[src/rtl/cmos_capture_pair.sv]
// CMOS sensor capture: pairs 8-bit bytes into RGB565 pixels.
// Optional frame stats behind CMOS_CAPTURE_STAT_EN.
module cmos_capture_pair #(
  parameter int WAIT_FRAMES = 10,
  parameter int BYTE_ORDER  = 0
) (
  input  logic        cam_pclk,
  input  logic        rst_n,
  input  logic        cam_vsync,
  input  logic        cam_href,
  input  logic [7:0]  cam_data,
  output logic        cmos_vsync,
  output logic        cmos_href,
  output logic [15:0] cmos_data,
  output logic        cmos_data_valid
`ifdef CMOS_CAPTURE_STAT_EN
  ,
  output logic [11:0] stat_pixels,
  output logic [11:0] stat_lines,
  output logic        stat_valid
`endif
);

  localparam int CW =
    (WAIT_FRAMES < 1) ? 1 : $clog2(WAIT_FRAMES + 1);
  localparam logic [CW-1:0] WAIT_MAX = CW'(WAIT_FRAMES);

  typedef enum logic {
    ST_WAIT = 1'b0,
    ST_RUN  = 1'b1
  } state_t;

  state_t          state_q;
  state_t          state_d;
  logic [CW-1:0]   cnt_q;
  logic            s1_vsync;
  logic            s1_vsync_d;
  logic            s1_href;
  logic [7:0]      s1_data;
  logic            phase_q;
  logic [7:0]      first_q;
  logic            frame_start;
  logic            pix_fire;
  logic [15:0]     pix_word;
  logic            run_en;
  logic            vsync_d;
  logic            href_d;
  logic            valid_d;
  logic [15:0]     data_d;

  // S1: register raw sensor pins before any decision logic
  always_ff @(posedge cam_pclk or negedge rst_n) begin
    if (!rst_n) begin
      s1_vsync   <= 1'b0;
      s1_vsync_d <= 1'b0;
      s1_href    <= 1'b0;
      s1_data    <= 8'h00;
    end else begin
      s1_vsync   <= cam_vsync;
      s1_vsync_d <= s1_vsync;
      s1_href    <= cam_href;
      s1_data    <= cam_data;
    end
  end

  assign frame_start = s1_vsync & ~s1_vsync_d;

  // State register
  always_ff @(posedge cam_pclk or negedge rst_n) begin
    if (!rst_n) state_q <= ST_WAIT;
    else        state_q <= state_d;
  end

  // Next state: leave WAIT only on a frame start once settled
  always_comb begin
    state_d = state_q;
    unique case (1'b1)
      (state_q == ST_WAIT): begin
        if (frame_start && (cnt_q == WAIT_MAX))
          state_d = ST_RUN;
      end
      (state_q == ST_RUN): state_d = ST_RUN;
    endcase
  end

  // Discarded-frame counter, frozen once running
  always_ff @(posedge cam_pclk or negedge rst_n) begin
    if (!rst_n)
      cnt_q <= '0;
    else if ((state_q == ST_WAIT) && frame_start
             && (cnt_q < WAIT_MAX))
      cnt_q <= cnt_q + 1'b1;
  end

  // Byte phase and pending first byte of the pixel
  always_ff @(posedge cam_pclk or negedge rst_n) begin
    if (!rst_n) begin
      phase_q <= 1'b0;
      first_q <= 8'h00;
    end else begin
      if (!s1_href) phase_q <= 1'b0;
      else          phase_q <= ~phase_q;
      if (s1_href && !phase_q)
        first_q <= s1_data;
    end
  end

  assign pix_fire = s1_href & phase_q;
  assign pix_word = (BYTE_ORDER == 1) ?
                    {s1_data, first_q} :
                    {first_q, s1_data};
  // Includes the frame-start cycle that enters RUN
  assign run_en   = (state_d == ST_RUN);

  // Output comb: gate everything until running
  always_comb begin
    vsync_d = run_en & s1_vsync;
    href_d  = run_en & s1_href;
    valid_d = run_en & pix_fire;
    data_d  = cmos_data;
    if (valid_d) data_d = pix_word;
  end

  // Output register, second stage of the pipeline
  always_ff @(posedge cam_pclk or negedge rst_n) begin
    if (!rst_n) begin
      cmos_vsync      <= 1'b0;
      cmos_href       <= 1'b0;
      cmos_data       <= 16'h0000;
      cmos_data_valid <= 1'b0;
    end else begin
      cmos_vsync      <= vsync_d;
      cmos_href       <= href_d;
      cmos_data       <= data_d;
      cmos_data_valid <= valid_d;
    end
  end

`ifdef CMOS_CAPTURE_STAT_EN
  logic        s1_href_d;
  logic        line_end;
  logic [11:0] pix_cnt;
  logic [11:0] last_pix;
  logic [11:0] line_cnt;

  assign line_end = s1_href_d & ~s1_href;

  // Per-line pixel and per-frame line counters, saturating
  always_ff @(posedge cam_pclk or negedge rst_n) begin
    if (!rst_n) begin
      s1_href_d <= 1'b0;
      pix_cnt   <= 12'd0;
      last_pix  <= 12'd0;
      line_cnt  <= 12'd0;
    end else begin
      s1_href_d <= s1_href;
      if (line_end) begin
        last_pix <= pix_cnt;
        pix_cnt  <= 12'd0;
      end else if (pix_fire && (pix_cnt != 12'hFFF)) begin
        pix_cnt <= pix_cnt + 12'd1;
      end
      if (frame_start)
        line_cnt <= 12'd0;
      else if (line_end && (line_cnt != 12'hFFF))
        line_cnt <= line_cnt + 12'd1;
    end
  end

  // Publish previous-frame stats at each running frame start
  always_ff @(posedge cam_pclk or negedge rst_n) begin
    if (!rst_n) begin
      stat_pixels <= 12'd0;
      stat_lines  <= 12'd0;
      stat_valid  <= 1'b0;
    end else begin
      stat_valid <= frame_start && (state_q == ST_RUN);
      if (frame_start && (state_q == ST_RUN)) begin
        stat_pixels <= last_pix;
        stat_lines  <= line_cnt;
      end
    end
  end
`endif

endmodule

[config.mk]
export PLATFORM = sky130hd
export DESIGN_NAME = cmos_capture_pair
export DESIGN_NICKNAME = d
export VERILOG_FILES = /design/src/rtl/cmos_capture_pair.sv
export SDC_FILE = /design/constraint.sdc
export NUM_CORES = 1
export LEC_CHECK = 0
export ABC_AREA = 1
export CAP_MARGIN = 20
export CORE_UTILIZATION = 30
export CTS_CLUSTER_SIZE = 20
export DETAILED_ROUTE_END_ITERATION = 8
export DONT_BUFFER_PORTS = 1
export GPL_ROUTABILITY_DRIVEN = 0
export SYNTH_ARGS = -nofsm -noshare
export SYNTH_HDL_FRONTEND = slang
export SYNTH_SLANG_ARGS = --single-unit
export TNS_END_PERCENT = 1
[constraint.sdc]
create_clock -name cam_pclk -period 1.65 [get_ports cam_pclk]
set_input_delay 0.2475 -clock cam_pclk [delete_from_list [all_inputs] [get_ports cam_pclk]]
set_output_delay 0.2475 -clock cam_pclk [all_outputs]
set_load 0.05 [all_outputs]
; Word-level counts from Yosys, hierarchy flattened
; Index checks and enable logic that the tools add are counted.
[totals]
regBits = 44
wordCells = 31
[op_classes]
add_sub_neg = 1
n_lt_le_gt_ge = 1
n_eq_ne = 1
muxes = 3
bitwise_logic = 8
n_reduce_logical = 5
[op_table]
columns = op, count
row1 = 1-bit bitwise AND, 5
row2 = "4-bit by 1-bit adder with 4-bit output, second input constant", 1
row3 = "4-bit equality test, second input constant", 1
row4 = 1-bit logical AND, 4
row5 = "4-bit < comparator, second input constant", 1
row6 = 1-bit NOT, 3
row7 = 1-bit two-way mux, 2
row8 = 1-bit one-hot mux with 2 select lines, 1
row9 = 1-bit logical NOT, 1

; Depth between registers and ports, before layout
[depth]
ltp_word = 6
ltp_mapped = 10
depth_no_buf = 9

; Worst setup path before layout
; Ideal clock, no wire load.
[synth_timing]
path_kind = register to register
start = register cnt_q[0]
end = register cmos_data[10]
t_arrival_ps = 1193
t_required_ps = 1531
setup_slack_ps = 338
path_stages_with_launch = 11
n_path_buf = 1
cell_sequence = dfrtp_1 inv_1 ha_1 nand2_1 inv_1 nand3_2 nand2_4 nand2_4 buf_8 nand2_1 nand2_1
[synth_via]
elab_chain_len = 5
[synth_rtl]
columns = item, line_no
row1 = "start, declared", 35  ; logic [CW-1:0] cnt_q;
row2 = "start signal, assigned", 92  ; cnt_q <= cnt_q + 1'b1;
row3 = 4-bit equality test, 79  ; if (frame_start && (cnt_q == WAIT_MAX))
row4 = 1-bit logical AND, 79
row5 = 1-bit two-way mux, 79
row6 = 1-bit one-hot mux with 2 select lines, 77  ; unique case (1'b1)
row7 = 1-bit bitwise AND, 119  ; valid_d = run_en & pix_fire;
row8 = "end signal, assigned", 134  ; cmos_data <= data_d;
row9 = "end, declared", 14  ; output logic [15:0] cmos_data,
; Every way passes these cells.
; A chain may end at the register's enable or synchronous reset.

; Final worst setup path
[layout_timing]
start = register cnt_q[0]
end = register cmos_data[11]
; The elaborated chain is that of the path after synthesis.

==> metrics.cfg <==
[layout]
final_layout_size_suffix_gt1_frac = 0.107
fill_cells = 534
multi_input_area_um2 = 440
seqCellArea_mm2 = 0.00110
instances_no_fill = 238
diodes = 0
finish.utilization = 0.369
areaGrowthSynthToFinish_pct = 18.1
final_nets = 181

[yosys]
synth_mux_area_frac = 0
synth-simple-area-share = 0.234
yosysSeqAreaShare = 0.685
ys_ff_latch = 44
synth_compound_area_frac = 0.0140
synth_edf_count = 0
synth_top_family_by_area = simple AND/OR/NAND/NOR gates
synth_area_mm2 = 0.00161
synth.most_common_cell = nand2_1
synth_fa_ha_area_frac = 0.0156
netlist_instances = 150
syn_area_per_cell_um2 = 10.7
synthFlopType = dfrtp_1
synth.largest_area_cell = dfrtp_1
synth.area.top_cells = dfrtp_1 69%, nand2_1 14%, nand3_1 5.6%
synth_commonest_cells = 59 x nand2_1, 44 x dfrtp_1, 18 x nand3_1
synth_top_area_share = 0.685
yosysWarnings = 0
synth_nets = 164
synth_cell_types = 19
async_reset_ff_frac = 1.00
synth_xor_area_frac = 0.0109

[floorplanning]
die_area_mm2 = 0.00565
initial_core_util = 0.313
core.rowCount = 26
die_w_um = 75.2
fp.dieH_um = 75.2
ios = 31
coreArea_mm2 = 0.00514

[timing]
relSlewSlack = 0.657
hold_viol_final = 0
slew_violations = 0
hold_ws_ns = 0.376
post-route-min-period_ns = 1.40
skew_ns = 0.00657
fin_tns_setup_ns = 0
worst_slew_pin_slew_ns = 0.515
setup_viol = 0
fmax_mhz = 712
fin_crit_sh = 0.851
rsz0062_at_grt = no

[pwr]
power.internal_mw = 1.85
pwr-share-comb = 0.151
switching_power_mw = 1.36
switching_share = 0.424
peakVddDrop_uv = 627
seq_power_share = 0.639
power.density_mw_per_mm2 = 1690
leakage_nw = 0.983
clockPowerShare = 0.210

[place]
hpwl_mm = 1.87
port_buffers = 0
placedCellCount = 218

[global_routing]
grt_max_degree = 45
grt_overflow = 0
grt_use_total = 0.118
antenna_found_initial = 0
grt_pass1_wl_mm = 4.75
grt_pass1_vias = 961

[cts]
clkLatencyLatePin_ns = 0.29
cts_hold_buf = 12
clkTransAtPathRegs_ns = 0.07
numCtsBuffers = 5
cts_setup_buffers = 0
cts.sinks = 44
cts_root_buf = clkbuf_8
clock_path_buffers = 2
ctsResizeCount = 0
tritoncts = yes
h-tree-depth = 2

[detailed_routing]
wl_per_cell_um = 11.7
dr_total_vias = 999
ant_nets = 0
dr.pass1.iters = 4
drt-total-wl_mm = 2.78
avgViaCountPerCell = 4.20
drt_iter0_drc = 56
drc = 0

[setup_path]
required_ns = 1.88
path_max_fanout = 11
cp-start-kind = flip-flop
critical_path_class = flip-flop to flip-flop
arrival_ns = 1.63
critPathCaptureType = flip-flop

[flow_run]
cap_violations = 0

[status]
status = finished clean

[worst_hold_path]
hp-class = flip-flop to flip-flop

## stage by stage
step	power [mW]	area (µm²)	worst slack (ns)
3_5_place_dp	2.52	1670	0.270
4_1_cts	3.25	1900	0.250
2_1_floorplan	2.39	1610	0.338
5_1_grt	3.42	1900	0.0864
3_3_place_gp	2.51	1670	0.284
6_report	3.20	1900	0.246
## worst paths after layout
check | startpoint | endpoint | slack [ns] | cells past startpoint
max reg2reg | cnt_q[0]$_DFFE_PN0P_ | cmos_data[11]$_DFFE_PN0P_ | 0.25 | 9
min | s1_vsync$_DFF_PN0_ | s1_vsync_d$_DFF_PN0_ | 0.38 | 0
min in group asynchronous | rst_n | state_q$_DFF_PN0_ | 0.42 | 2
min reg2reg | s1_vsync$_DFF_PN0_ | s1_vsync_d$_DFF_PN0_ | 0.38 | 0
max | cnt_q[0]$_DFFE_PN0P_ | cmos_data[11]$_DFFE_PN0P_ | 0.25 | 9
max in group asynchronous | rst_n | cmos_data[3]$_DFFE_PN0P_ | 1.03 | 2
## cell usage in the layout, fill, tap and decap left out
master	count
buf_12	1
nand2_4	2
nor2_2	1
inv_2	2
clkinv_2	2
nor2_1	2
nand3_2	1
xor2_1	1
nor2_4	1
dlygate4sd3_1	11
clkbuf_8	6
dfrtp_1	44
ha_1	2
o21bai_1	1
nand2_2	1
buf_4	1
nand2_1	59
o21ai_0	3
inv_1	8
xnor2_1	1
nand3_1	18
## power groups by stage
| stage | clock [mW] | combinational [mW] | sequential [mW] |
|---|---|---|---|
| final | 0.673 | 0.485 | 2.05 |
| after global routing | 0.756 | 0.570 | 2.09 |
| after CTS | 0.699 | 0.497 | 2.05 |
| after detailed placement | 0 | 0.445 | 2.08 |
| after global placement | 0 | 0.435 | 2.07 |
| after floorplan | 0 | 0.378 | 2.01 |
## worst max-delay path: stages, from the launching register on
cell,delay [ns]
dfrtp_1,0.40
inv_1,0.09
ha_1,0.14
nand2_1,0.05
inv_1,0.06
nand3_2,0.09
nand2_4,0.14
buf_4,0.19
nand3_1,0.10
nand2_1,0.09
## flip-flops by register name, summed over array words and instances (netlist names)
signal and count:
cmos_data 16, cmos_data_valid 1, cmos_href 1, cmos_vsync 1, cnt_q 4, first_q 8
phase_q 1, s1_data 8, s1_href 1, s1_vsync 1, s1_vsync_d 1, state_q 1
## per-layer routing
metal  vias to the layer above  part of all wire  global-route usage  wire length, µm
met2                        25              0.44               0.164             1220
li1                        500                 -                   -                -
met3                         4             0.083              0.0549              231
met5                         -                 0                   0                0
met1                       470              0.46               0.153             1280
met4                         0             0.020              0.0617               57
## final cells by class
class	instances	share of cell area
flip-flops and latches	44	0.580
multi-input cells	93	0.232
repair buffers	13	0.0726
well taps	70	0.0462
clock buffers	6	0.0435
inverters	10	0.0198
clock inverters	2	0.00528
## cells by family after synthesis
group                      after synthesis
AOI/OAI and AO/OA                        4
xor gates and xnor gates                 2
adders and majority gates                2
buffers and inverters                   13
DFF                                     44
and+or+nand+nor                         85
Note: power is estimated with default switching activity, not from simulation.
